--- config.mk ---
export PLATFORM = sky130hd
export DESIGN_NAME = adc_capture_ctrl
export DESIGN_NICKNAME = d
export VERILOG_FILES = /design/src/rtl/rfsoc_config.sv /design/src/rtl/shift_register.sv /design/src/rtl/adc_capture_ctrl.sv
export SDC_FILE = /design/constraint.sdc
export NUM_CORES = 1
export LEC_CHECK = 0
export ABC_AREA = 1
export BUFFER_PORTS_ARGS = -buffer_cell sky130_fd_sc_hd__buf_4
export CAP_MARGIN = 25
export CORE_ASPECT_RATIO = 0.7
export CORE_MARGIN = 1.5
export CORE_UTILIZATION = 35
export CTS_CLUSTER_SIZE = 16
export DETAILED_ROUTE_END_ITERATION = 8
export PLACE_DENSITY = 0.72
export SYNTH_ARGS = -nofsm -noshare
export SYNTH_HDL_FRONTEND = slang
export SYNTH_SLANG_ARGS = --single-unit
--- constraint.sdc ---
create_clock -name clk -period 2.8 [get_ports clk]
set_input_delay 0.28 -clock clk [delete_from_list [all_inputs] [get_ports clk]]
set_output_delay 0.28 -clock clk [all_outputs]
set_load 0.01 [all_outputs]
--- src/rtl/rfsoc_config.sv ---
// Shared RFSoC configuration constants: gpio_ctrl bit map, config register width
// and the ADC capture state encoding.
package rfsoc_config;

    localparam int unsigned config_reg_width = 16;
    localparam int unsigned DECIM_W          = 8;

    // gpio_ctrl bit map: one serial data line plus one shift clock per register
    localparam int unsigned sdata         = 0;
    localparam int unsigned adc_delay_clk = 1;
    localparam int unsigned adc_count_clk = 2;
    localparam int unsigned adc_decim_clk = 3;

    typedef enum logic [1:0] {
        IDLE    = 2'd0,
        DELAY   = 2'd1,
        CAPTURE = 2'd2,
        DONE    = 2'd3
    } cap_state_e;

endpackage

--- src/rtl/shift_register.sv ---
// Serial config register: shifts sdata in MSB-first on each rising edge of its
// gpio shift clock while enabled. Both gpio lines are registered once before use.
module shift_register #(
    parameter int unsigned WIDTH = 16
) (
    input  logic             clk,
    input  logic             rst,
    input  logic             en_i,
    input  logic             sclk_i,
    input  logic             sdata_i,
    output logic [WIDTH-1:0] q_o
);

    logic             sclk_q;
    logic             sclk_prev_q;
    logic             sdata_q;
    logic [WIDTH-1:0] shreg_q;

    always_ff @(posedge clk or negedge rst) begin
        if (!rst) begin
            sclk_q      <= 1'b0;
            sclk_prev_q <= 1'b0;
            sdata_q     <= 1'b0;
            shreg_q     <= '0;
        end else begin
            sclk_q      <= sclk_i;
            sclk_prev_q <= sclk_q;
            sdata_q     <= sdata_i;
            if (en_i && sclk_q && !sclk_prev_q) begin
                shreg_q <= {shreg_q[WIDTH-2:0], sdata_q};
            end
        end
    end

    assign q_o = shreg_q;

endmodule

--- src/rtl/adc_capture_ctrl.sv ---
// ADC capture controller: after a trigger and programmed delay, forwards a programmed
// number of decimated ADC words to the capture FIFO. Optional: ADC_CAPTURE_TIMESTAMP_EN.
module adc_capture_ctrl
    import rfsoc_config::*;
#(
    parameter int unsigned DATA_W = 256,
    parameter int unsigned TS_W   = 32
) (
    input  logic              clk,
    input  logic              rst,
    input  logic [DATA_W-1:0] s_axis_tdata,
    input  logic              s_axis_tvalid,
    output logic              s_axis_tready,
    output logic [DATA_W-1:0] m_axis_tdata,
    output logic              m_axis_tvalid,
    input  logic              m_axis_tready,
    input  logic [15:0]       gpio_ctrl,
    input  logic              trigger_in,
    input  logic              select_in,
    output logic              capture_busy,
    output logic              capture_done,
    output logic              overflow,
    output logic [TS_W-1:0]   trigger_timestamp
);

    localparam int unsigned CW = config_reg_width;

    logic [CW-1:0]      delay_cfg;
    logic [CW-1:0]      count_cfg;
    logic [DECIM_W-1:0] decim_cfg;

    cap_state_e         state_q,  state_d;
    logic [CW-1:0]      dly_cnt_q, dly_cnt_d;
    logic [CW-1:0]      cap_cnt_q, cap_cnt_d;
    logic [DECIM_W-1:0] dec_cnt_q, dec_cnt_d;
    logic [DECIM_W-1:0] decim_q,   decim_d;
    logic [DATA_W-1:0]  tdata_q,   tdata_d;
    logic               tvalid_q,  tvalid_d;
    logic               busy_q,    busy_d;
    logic               done_q,    done_d;
    logic               ovf_q,     ovf_d;
    logic               latch_ts;
    logic               unused_gpio;

    shift_register #(.WIDTH(CW)) u_delay_reg (
        .clk     (clk),
        .rst     (rst),
        .en_i    (select_in),
        .sclk_i  (gpio_ctrl[adc_delay_clk]),
        .sdata_i (gpio_ctrl[sdata]),
        .q_o     (delay_cfg)
    );

    shift_register #(.WIDTH(CW)) u_count_reg (
        .clk     (clk),
        .rst     (rst),
        .en_i    (select_in),
        .sclk_i  (gpio_ctrl[adc_count_clk]),
        .sdata_i (gpio_ctrl[sdata]),
        .q_o     (count_cfg)
    );

    shift_register #(.WIDTH(DECIM_W)) u_decim_reg (
        .clk     (clk),
        .rst     (rst),
        .en_i    (select_in),
        .sclk_i  (gpio_ctrl[adc_decim_clk]),
        .sdata_i (gpio_ctrl[sdata]),
        .q_o     (decim_cfg)
    );

    assign unused_gpio = ^gpio_ctrl[15:4];

    always_ff @(posedge clk or negedge rst) begin
        if (!rst) begin
            state_q   <= IDLE;
            dly_cnt_q <= '0;
            cap_cnt_q <= '0;
            dec_cnt_q <= '0;
            decim_q   <= '0;
            tdata_q   <= '0;
            tvalid_q  <= 1'b0;
            busy_q    <= 1'b0;
            done_q    <= 1'b0;
            ovf_q     <= 1'b0;
        end else begin
            state_q   <= state_d;
            dly_cnt_q <= dly_cnt_d;
            cap_cnt_q <= cap_cnt_d;
            dec_cnt_q <= dec_cnt_d;
            decim_q   <= decim_d;
            tdata_q   <= tdata_d;
            tvalid_q  <= tvalid_d;
            busy_q    <= busy_d;
            done_q    <= done_d;
            ovf_q     <= ovf_d;
        end
    end

    // Next-state and registered-output logic; the FIFO is never waited on, a refused word is lost.
    always_comb begin
        state_d   = state_q;
        dly_cnt_d = dly_cnt_q;
        cap_cnt_d = cap_cnt_q;
        dec_cnt_d = dec_cnt_q;
        decim_d   = decim_q;
        tdata_d   = tdata_q;
        tvalid_d  = 1'b0;
        ovf_d     = ovf_q | (tvalid_q & ~m_axis_tready);
        latch_ts  = 1'b0;

        unique case (state_q)
            IDLE: begin
                if (trigger_in) begin
                    dly_cnt_d = delay_cfg;
                    cap_cnt_d = count_cfg;
                    decim_d   = decim_cfg;
                    ovf_d     = 1'b0;
                    state_d   = DELAY;
                end
            end
            DELAY: begin
                if (dly_cnt_q == '0) begin
                    dec_cnt_d = '0;
                    latch_ts  = 1'b1;
                    state_d   = CAPTURE;
                end else begin
                    dly_cnt_d = dly_cnt_q - CW'(1);
                end
            end
            CAPTURE: begin
                if (cap_cnt_q == '0) begin
                    state_d = DONE;
                end else if (s_axis_tvalid) begin
                    if (dec_cnt_q == '0) begin
                        tvalid_d  = 1'b1;
                        tdata_d   = s_axis_tdata;
                        cap_cnt_d = cap_cnt_q - CW'(1);
                    end
                    dec_cnt_d = (dec_cnt_q == decim_q) ? '0 : dec_cnt_q + DECIM_W'(1);
                end
            end
            DONE: begin
                state_d = IDLE;
            end
            default: begin
                state_d = IDLE;
            end
        endcase

        busy_d = (state_d == DELAY) || (state_d == CAPTURE);
        done_d = (state_d == DONE);
    end

    assign s_axis_tready = 1'b1;
    assign m_axis_tdata  = tdata_q;
    assign m_axis_tvalid = tvalid_q;
    assign capture_busy  = busy_q;
    assign capture_done  = done_q;
    assign overflow      = ovf_q;

`ifdef ADC_CAPTURE_TIMESTAMP_EN
    logic [TS_W-1:0] ts_cnt_q;
    logic [TS_W-1:0] ts_q;

    // Timestamp is the counter value during the first CAPTURE cycle.
    always_ff @(posedge clk or negedge rst) begin
        if (!rst) begin
            ts_cnt_q <= '0;
            ts_q     <= '0;
        end else begin
            ts_cnt_q <= ts_cnt_q + TS_W'(1);
            if (latch_ts) begin
                ts_q <= ts_cnt_q + TS_W'(1);
            end
        end
    end

    assign trigger_timestamp = ts_q;
`else
    logic unused_ts;
    assign unused_ts         = latch_ts;
    assign trigger_timestamp = '0;
`endif

endmodule

== After elaboration in Yosys (flattened, before gate mapping) ==
Index checks and enable logic that the tools add are counted.
Storage, ports and cells
  flip-flop bits (word level): 357
  bits of input ports: 278
  word-level logic and storage cells: 85
Cells by class
  add/subtract/negate cells: 3
  equality and inequality tests: 13
  mux-type cells: 23
  bitwise operators: 4
  reductions and logical operators: 22
Operators by type and width (count)
  $mux W16: 6
  $pmux W16 S2: 2
  $logic_not A16 Y1: 2
  $mux W8: 4
  $sub A16 B1 Y16 const B: 2
  $pmux W8 S2: 1
  $ne A2 B2 Y1 const B: 6
  $add A8 B1 Y8 const B: 1
  $eq A2 B2 Y1 const B: 4
  $eq A8 B8 Y1: 1
  $logic_not A8 Y1: 1
  $pmux W2 S4: 1
  $reduce_and A4 Y1: 2
  $logic_and A1 B1 Y1: 6
  $mux W1: 6
  $mux W2: 3
  $reduce_bool A2 Y1: 3
  $reduce_and A5 Y1: 1
  $eq A2 B1 Y1 const B: 2
  $logic_not A1 Y1: 3
  $reduce_and A3 Y1: 1
  $logic_not A2 Y1: 1
  $not A1 Y1: 2
  $reduce_and A2 Y1: 1
  other kinds (3): 3

== Logic depth before layout (Yosys ltp) ==
Gate-level depths: netlist of run 1.
  depth in word-level cells: 5
  mapped depth: 12
  mapped depth without buffers: 11

== Modules after synthesis ==
From an unflattened synthesis of run 1, not the netlist that was laid out.
Second synthesis, totals
  cell total of the unflattened synthesis: 1869
  area, all modules: 15501.1 um2
Modules (own cells, without submodules)
  adc_capture_ctrl: instances 1, cells each 1680, area each 13545.5 um2
  shift_register at u_count_reg ...: instances 2, cells each 75, area each 763.2 um2
  shift_register at u_decim_reg: instances 1, cells each 39, area each 429.2 um2

== Least setup slack after synthesis of run 1 ==
No wires, ideal clock.
  kind: flip-flop to flip-flop
  start: register dly_cnt_q[0]
  end: register busy_q, in the netlist capture_busy
  library setup time: 126 ps
  arrival: 1615 ps
  slack: 1059 ps
  cell stages (with the launch flop): 10
  buffers on the path: 1
  period minus slack after synthesis: 1741 ps
  cell sequence: dfrtp_1 -> inv_1 -> ha_1 -> nand2_1 -> nor2_1 -> nand2_1 -> nand2_1 -> clkbuf_1 -> nand3_1 -> ha_1
Between the ends
  word-level cells in the longest chain between the ends: 5
  elaborated cells between the ends (all ways): 6
  classes of those cells: eq/ne (2); mux (2); reduce/logical (2)
Ends and longest elaborated chain
  start, declared: line adc_capture_ctrl.sv:33  | logic [CW-1:0] dly_cnt_q, dly_cnt_d;
  start signal, assigned: line adc_capture_ctrl.sv:88  | dly_cnt_q <= dly_cnt_d;
  $logic_not A16 Y1 (*): line adc_capture_ctrl.sv:123  | if (dly_cnt_q == '0) begin
  $mux W2 (*): line adc_capture_ctrl.sv:123
  $pmux W2 S4 (*): line adc_capture_ctrl.sv:112  | unique case (state_q)
  net state_d[0]: line adc_capture_ctrl.sv:32  | cap_state_e state_q, state_d;
  $eq A2 B1 Y1 or $eq A2 B2 Y1 (tied branches): line adc_capture_ctrl.sv:151  | busy_d = (state_d == DELAY) || (state_d == CAPTURE);
  $logic_or A1 B1 Y1 (*): line adc_capture_ctrl.sv:151
  net busy_d: line adc_capture_ctrl.sv:39  | logic busy_q, busy_d;
  end signal, assigned: line adc_capture_ctrl.sv:94  | busy_q <= busy_d;
  end, declared: line adc_capture_ctrl.sv:39
Mark *: on every way through the listed nets, which the timed path passes. The rest lies on a longest branch.
A chain may end at the register's enable or synchronous reset.

== Worst setup path in the final report of run 1 ==
  start: register cap_cnt_q[0]
  end: register tdata_q[0], in the netlist m_axis_tdata[0]
Between the ends
  word-level cells in the longest chain between the ends: 3
Ends and longest elaborated chain
  start, declared: line adc_capture_ctrl.sv:34  | logic [CW-1:0] cap_cnt_q, cap_cnt_d;
  start signal, assigned: line adc_capture_ctrl.sv:89  | cap_cnt_q <= cap_cnt_d;
  $logic_not A16 Y1: line adc_capture_ctrl.sv:132  | if (cap_cnt_q == '0) begin
  $not A1 Y1 (no source line)
  $reduce_and A4 Y1 (no source line)
  end signal, assigned: line adc_capture_ctrl.sv:92  | tdata_q <= tdata_d;
  end, declared: line adc_capture_ctrl.sv:37  | logic [DATA_W-1:0] tdata_q, tdata_d;
Every way passes these cells.

==> qor.csv, run 1 <==
stage,metric,value,unit
run_status,status,"complete, no violations",
synthesis,"top cells by area, synth","dfrtp_1 59%, nand2_1 25%, inv_1 2.2%",
worst_setup_path,CP max stage delay,0.50,ns
route,routed length per placed instance,16.74,um
global_route,first-pass GRT wire length,82.63,mm
min_path,hold path start,s_axis_tdata[144],
clock_network,Clock Latency Late Sink,0.54,ns
timing,final hold vios,0,
power_and_ir_drop,Psw,7.997,mW
global_route,GRT Total Usage,23.31,%
timing,Worst Tran Pin Value,0.9587,ns
final_layout,multi-input gate area in the final layout,5291,um^2
worst_setup_path,crit path max fanout,191,
floorplanning,die area,44850,um^2
route,router iterations before antenna repair,5,
route,Vias,15210,
floorplanning,number of core rows,63,
synthesis,post-synthesis sequential area ratio,58.58,%
route,Vias per Instance,4.707,
clock_network,postcts setup bufs,0,
final_layout,register area,8934,um^2
clock_network,CTS root buf,clkbuf_16,
worst_setup_path,slowest stage cell on the critical path,buf_12,
timing,RSZ-0062 raised after global routing,false,
global_route,vias in the first global route,15480,
synthesis,post-synth top area cell,dfrtp_1,
clock_network,CTS sink cnt,357,
worst_setup_path,critical path type,register to register,
floorplanning,Vert. Die Dim,177.6,um
clock_network,# resized after CTS,0,
global_route,largest net degree at the start of global routing,192,
final_layout,Post-Layout Cell Count,3230,
floorplanning,num ports,571,
placed_design,Placed Cells,2891,
timing,Worst Hold Slack,0.06547,ns
worst_setup_path,Setup crit start kind,register,
timing,max-slew violation count,0,
worst_setup_path,R2R setup slack,0.36,ns
worst_setup_path,Crit. End Element,register,
route,final wirelength,54.06,mm
synthesis,mapped cell area,15250,um^2
placed_design,DP HPWL,34.38,mm
timing,fmax,409.0,MHz
power_and_ir_drop,Leakage,12.58,nW
route,Initial DRC Count,1174,
synthesis,yosys warns,0,
route,post-route ant nets,0,
final_layout,number of fillers in the final layout,3617,
timing,relative slew slack,36.08,%
final_layout,nets@finish,2887,
placed_design,GP Congestion,0.9010,
placed_design,PortBufs,525,
route,DRC,0,
power_and_ir_drop,maximum vdd drop,0.0007604,V
timing,ratio of final minimum period to clock period,87.31,%
worst_setup_path,Worst Setup SP,cap_cnt_q[0],
clock_network,H-tree Lvls,2,
clock_network,"Reg clk slew, reported paths",0.07,ns
power_and_ir_drop,Clock Power Share,24.1,%
clock_network,Clock Tree Buf Depth,3,
synthesis,Yosys top cell area share,58.58,%
worst_setup_path,"Req. time, crit path",3.25,ns
timing,final setup violating endpoints,0,
clock_network,CTS Buf Count,39,
power_and_ir_drop,Net Sw Frac,35.86,%
final_layout,layout cells sized above 1,23.61,%
job,Max Cap Viol,0,
power_and_ir_drop,Internal,14.30,mW
power_and_ir_drop,Reg power frac,39.2,%
synthesis,Avg Inst Size Synth,8.274,um^2
synthesis,number of synthesized register bits,357,
final_layout,Area growth syn-to-layout,53.63,%
floorplanning,core area,42640,um^2
power_and_ir_drop,PwrDens,951.7,nW/um^2
power_and_ir_drop,Comb power frac,36.6,%
worst_setup_path,CP top delay family,simple AND/OR/NAND/NOR gates,
worst_setup_path,CP arrival,2.89,ns
floorplanning,starting density of the core,35.76,%
min_path,Hold Crit Class,primary input to register,
timing,Worst Skew,0.01926,ns
clock_network,CTS tree,built,
global_route,total grt overflow,0,
timing,setup tns final,0,ns
worst_setup_path,crit path cell chain,"inv_1, ha_1, nand2_2, nor2_2, nand2_2, nand3_4, buf_12, nand2_1, nand2_1",
synthesis,synth unique cells,29,
synthesis,Post-Syn Instances,1843,
floorplanning,die width,252.5,um
global_route,initial antenna violation count,15,
worst_setup_path,Reg-to-Reg Start,cap_cnt_q[0],
worst_setup_path,critical path buffer and inverter count,2,
timing,Tmin final,2.445,ns
==> layer usage <==
layer  global-route usage [%]  routed length [um]  vias to the layer above
li1                         -                   -                     7074
met1                    27.23               20400                     7217
met2                    39.38               26950                      692
met3                    5.793                3733                      222
met4                    13.05                2968                        0
met5                        0                   0                        -
==> Yosys cell counts, drive strengths merged <==
library cell,n
a21oi,13
buf,98
clkbuf,15
conb,2
dfrtp,357
ha,6
inv,92
mux2,1
nand2,1009
nand3,67
nand3b,8
nand4,4
nor2,85
nor3,2
o21ai,72
o21bai,1
or2,5
xnor2,1
xor2,5
==> flip-flops by register name (all words and copies together) (netlist names) <==
register,flops
m_axis_tdata,256
cap_cnt_q,16
dly_cnt_q,16
u_count_reg.q_o,16
u_delay_reg.q_o,16
dec_cnt_q,8
decim_q,8
u_decim_reg.q_o,8
state_q,2
capture_busy,1
capture_done,1
m_axis_tvalid,1
overflow,1
u_count_reg.sclk_prev_q,1
u_count_reg.sclk_q,1
u_decim_reg.sclk_prev_q,1
u_decim_reg.sclk_q,1
u_decim_reg.sdata_q,1
u_delay_reg.sclk_prev_q,1
u_delay_reg.sclk_q,1
==> logic make-up after synthesis <==
logic type,share of synthesized area [%]
buf+inv,7.483
compound gates,2.839
fa+ha+maj,0.4923
other cells,0.04925
mux,0.07384
flops,58.58
simple gates,30.14
xor+xnor,0.3446
==> power groups by stage <==
stage	Clock, mW	Combinational (mW)	Sequential [mW]
2_1_floorplan	0	2.85	9.29
3_3_place_gp	0	7.60	8.61
3_5_place_dp	0	7.75	8.67
4_1_cts	5.50	8.08	8.66
5_1_grt	5.73	8.98	8.99
6_report	5.38	8.17	8.75
==> layout by cell type (no fill, tap or decap), types with 13 or more instances in the layout <==
cell and count:
nor2_1 82, a21oi_1 13, conb_1 33, o21ai_0 67
diode_2 15, buf_4 536, clkbuf_16 41, nand2_1 1006
dlygate4sd3_1 256, inv_1 90, dfrtp_1 357, nand3_1 66
==> worst reg2reg max path, cell delays in order, from the launching register on <==
cell     delay, ns
dfrtp_1       0.36
inv_1         0.12
ha_1          0.24
nand2_2       0.13
nor2_2        0.19
nand2_2       0.10
nand3_4       0.14
buf_12        0.50
nand2_1       0.40
nand2_1       0.18
==> layout make-up <==
| class | instances | area share, % |
|---|---|---|
| clock inverters | 13 | 0.6889 |
| flip-flops and latches | 357 | 38.13 |
| inverters | 92 | 1.506 |
| multi-input cells | 1312 | 22.58 |
| diodes | 15 | 0.1602 |
| well taps | 585 | 3.124 |
| clock buffers | 55 | 4.945 |
| repair buffers | 801 | 28.86 |
==> worst paths after layout <==
path	endpoint	cells after the start
worst min-delay path	m_axis_tdata[144]	3
min in group asynchronous	m_axis_tdata[59]	2
worst min register to register	u_delay_reg.sclk_prev_q	0
max in group asynchronous	m_axis_tdata[41]	3
worst max register to register	m_axis_tdata[0]	9
worst max-delay path	m_axis_tdata[0]	9
==> per-stage QoR <==
stage	cell area (um^2)	setup WS (ns)	power (mW)	utilization, %
6_report	23430	0.3552	22.30	54.94
5_1_grt	23430	0.1530	23.69	54.93
4_1_cts	23390	0.4456	22.23	54.85
3_5_place_dp	19510	0.4745	16.42	45.75
3_3_place_gp	19510	0.5053	16.22	45.75
2_1_floorplan	15370	1.059	12.15	-
==> timing repair <==
action / in CTS / in global routing
hold buffers: 256 / 0
setup endpoints to repair: 0 / 0
endpoints found under the hold margin: 308 / 0
Note: power is estimated with default switching activity, not from simulation.
==> run 2, diff against run 1 <==
--- a/config.mk
+++ b/config.mk
@@ -14,6 +14,7 @@
 export CTS_CLUSTER_SIZE = 16
 export DETAILED_ROUTE_END_ITERATION = 8
 export PLACE_DENSITY = 0.72
+export RECOVER_POWER = 50
 export SYNTH_ARGS = -nofsm -noshare
 export SYNTH_HDL_FRONTEND = slang
 export SYNTH_SLANG_ARGS = --single-unit
==> run 2 against run 1 <==
Compared with the run above:
- the run now ends with capacitance limit, slew limit left
- cell count about the same
- via count about the same
- combinational power down 4.7%
- power down 1.8%
- routed wire length about the same
- largest power group unchanged
- highest routed layer unchanged
==> qor.csv, run 2 (synthesis gave the netlist of run 1 again) <==
stage,metric,value,unit
worst_setup_path,crit path cell chain,"inv_1, ha_1, nand2_2, nor2_2, nand2_2, nand3_4, buf_12, nand2_1, nand2_1",
placed_design,GP Congestion,0.9010,
clock_network,CTS root buf,clkbuf_16,
power_and_ir_drop,Leakage,12.27,nW
final_layout,max reg flops,256,
placed_design,PortBufs,525,
floorplanning,die width,252.5,um
clock_network,CTS tree,built,
clock_network,CTS Buf Count,39,
route,routed length per placed instance,16.73,um
final_layout,"most common cell after layout, fill and taps aside",nand2_1,
timing,"crit path setup slack, layout",0.3532,ns
route,post-route ant nets,0,
worst_setup_path,CP arrival,2.90,ns
floorplanning,number of core rows,63,
worst_setup_path,slowest stage cell on the critical path,buf_12,
final_layout,layout cells sized above 1,20.68,%
global_route,initial antenna violation count,15,
placed_design,placed cell areas,19510,um^2
worst_setup_path,critical path type,register to register,
power_and_ir_drop,PwrDens,947.8,nW/um^2
min_path,Hold Crit Class,primary input to register,
final_layout,nets@finish,2887,
clock_network,H-tree Lvls,2,
route,Vias per Instance,4.703,
global_route,GRT Total Usage,23.31,%
global_route,total grt overflow,0,
global_route,largest net degree at the start of global routing,192,
route,DRC,0,
timing,max-slew violation count,58,
route,final wirelength,54.05,mm
placed_design,pre-CTS setup slack,0.4745,ns
final_layout,Area growth syn-to-layout,51.52,%
timing,final setup violating endpoints,0,
clock_network,CTS sink cnt,357,
worst_setup_path,Crit. End Element,register,
floorplanning,core area,42640,um^2
timing,RSZ-0062 raised after global routing,false,
floorplanning,Vert. Die Dim,177.6,um
timing,Worst Skew,0.02182,ns
timing,final hold vios,0,
timing,fmax,408.7,MHz
clock_network,postcts setup bufs,0,
route,router iterations before antenna repair,5,
timing,Worst Tran Pin Value,1.612,ns
timing,Tmin final,2.447,ns
timing,Worst Hold Slack,0.04618,ns
run_status,failing checks,"capacitance limit, slew limit",
clock_network,"Reg clk slew, reported paths",0.07,ns
worst_setup_path,"Req. time, crit path",3.25,ns
route,Vias,15200,
timing,setup tns final,0,ns
placed_design,Placed Cells,2891,
worst_setup_path,crit path max fanout,191,
power_and_ir_drop,Total Power,21.90,mW
floorplanning,die area,44850,um^2
timing,relative slew slack,-7.439,%
floorplanning,num ports,571,
job,Max Cap Viol,1,
clock_network,Clock Latency Late Sink,0.54,ns
final_layout,fin util,54.18,%
clock_network,Clock Tree Buf Depth,3,
floorplanning,starting density of the core,35.76,%
run_status,status,finished with violations,
placed_design,DP HPWL,34.38,mm
global_route,first-pass GRT wire length,82.63,mm
route,Initial DRC Count,1122,
worst_setup_path,CP max stage delay,0.50,ns
timing,ratio of final minimum period to clock period,87.39,%
power_and_ir_drop,maximum vdd drop,0.0007601,V
final_layout,highest-count cells in the layout ignoring fill and taps,"1006 x nand2_1, 453 x buf_4, 357 x dfrtp_1, 256 x dlygate4sd3_1, 90 x inv_1",
final_layout,fin area,23110,um^2
final_layout,Post-Layout Cell Count,3231,
global_route,vias in the first global route,15480,
worst_setup_path,Setup crit start kind,register,
## run 2: final cells by class
| class | count | area (um^2) |
|---|---|---|
| diodes | 16 | 40.04 |
| clock buffers | 55 | 1159 |
| clock inverters | 13 | 161.4 |
| fillers | 3724 | 19540 |
| inverters | 92 | 352.8 |
| multi-input cells | 1312 | 5291 |
| flip-flops and latches | 357 | 8934 |
| well taps | 585 | 732.0 |
| repair buffers | 801 | 6436 |
## run 2: worst paths after layout
kind                                          from                       to  slack (ns)  cells after the start
worst max register to register        cap_cnt_q[0]          m_axis_tdata[0]        0.35                      9
worst max-delay path                  cap_cnt_q[0]          m_axis_tdata[0]        0.35                      9
worst min-delay path             s_axis_tdata[144]        m_axis_tdata[144]        0.05                      3
min in group asynchronous                      rst        m_axis_tdata[234]        0.70                      2
max in group asynchronous                      rst         m_axis_tdata[52]        0.48                      3
worst min register to register  u_decim_reg.sclk_q  u_decim_reg.sclk_prev_q        0.38                      0
## run 2: routing by layer
layer  wire length [um]  vias up  GRT usage [%]
met4               2985        0          13.05
met2              26940      654          39.38
li1                   -     7076              -
met1              20400     7241          27.23
met3               3718      225          5.793
met5                  0        -              0
## run 2: worst max-delay path, delay by kind of cell (launching register included)
family | cells | cell delay (ns)
DFF | 1 | 0.36
buffers and inverters | 2 | 0.62
adders and majority gates | 1 | 0.24
and+or+nand+nor | 6 | 0.92
## run 2: where the power goes
group	internal (mW)	total, mW	switching (mW)	leakage, nW
clock	3.18	5.38	2.20	0.650
sequential	7.28	8.73	1.45	4.49
combinational	3.46	7.79	4.33	7.13
## run 2: repair_timing
action,in CTS,in global routing
resized for setup,0,0
endpoints found under the hold margin,308,0
hold buffers,256,0
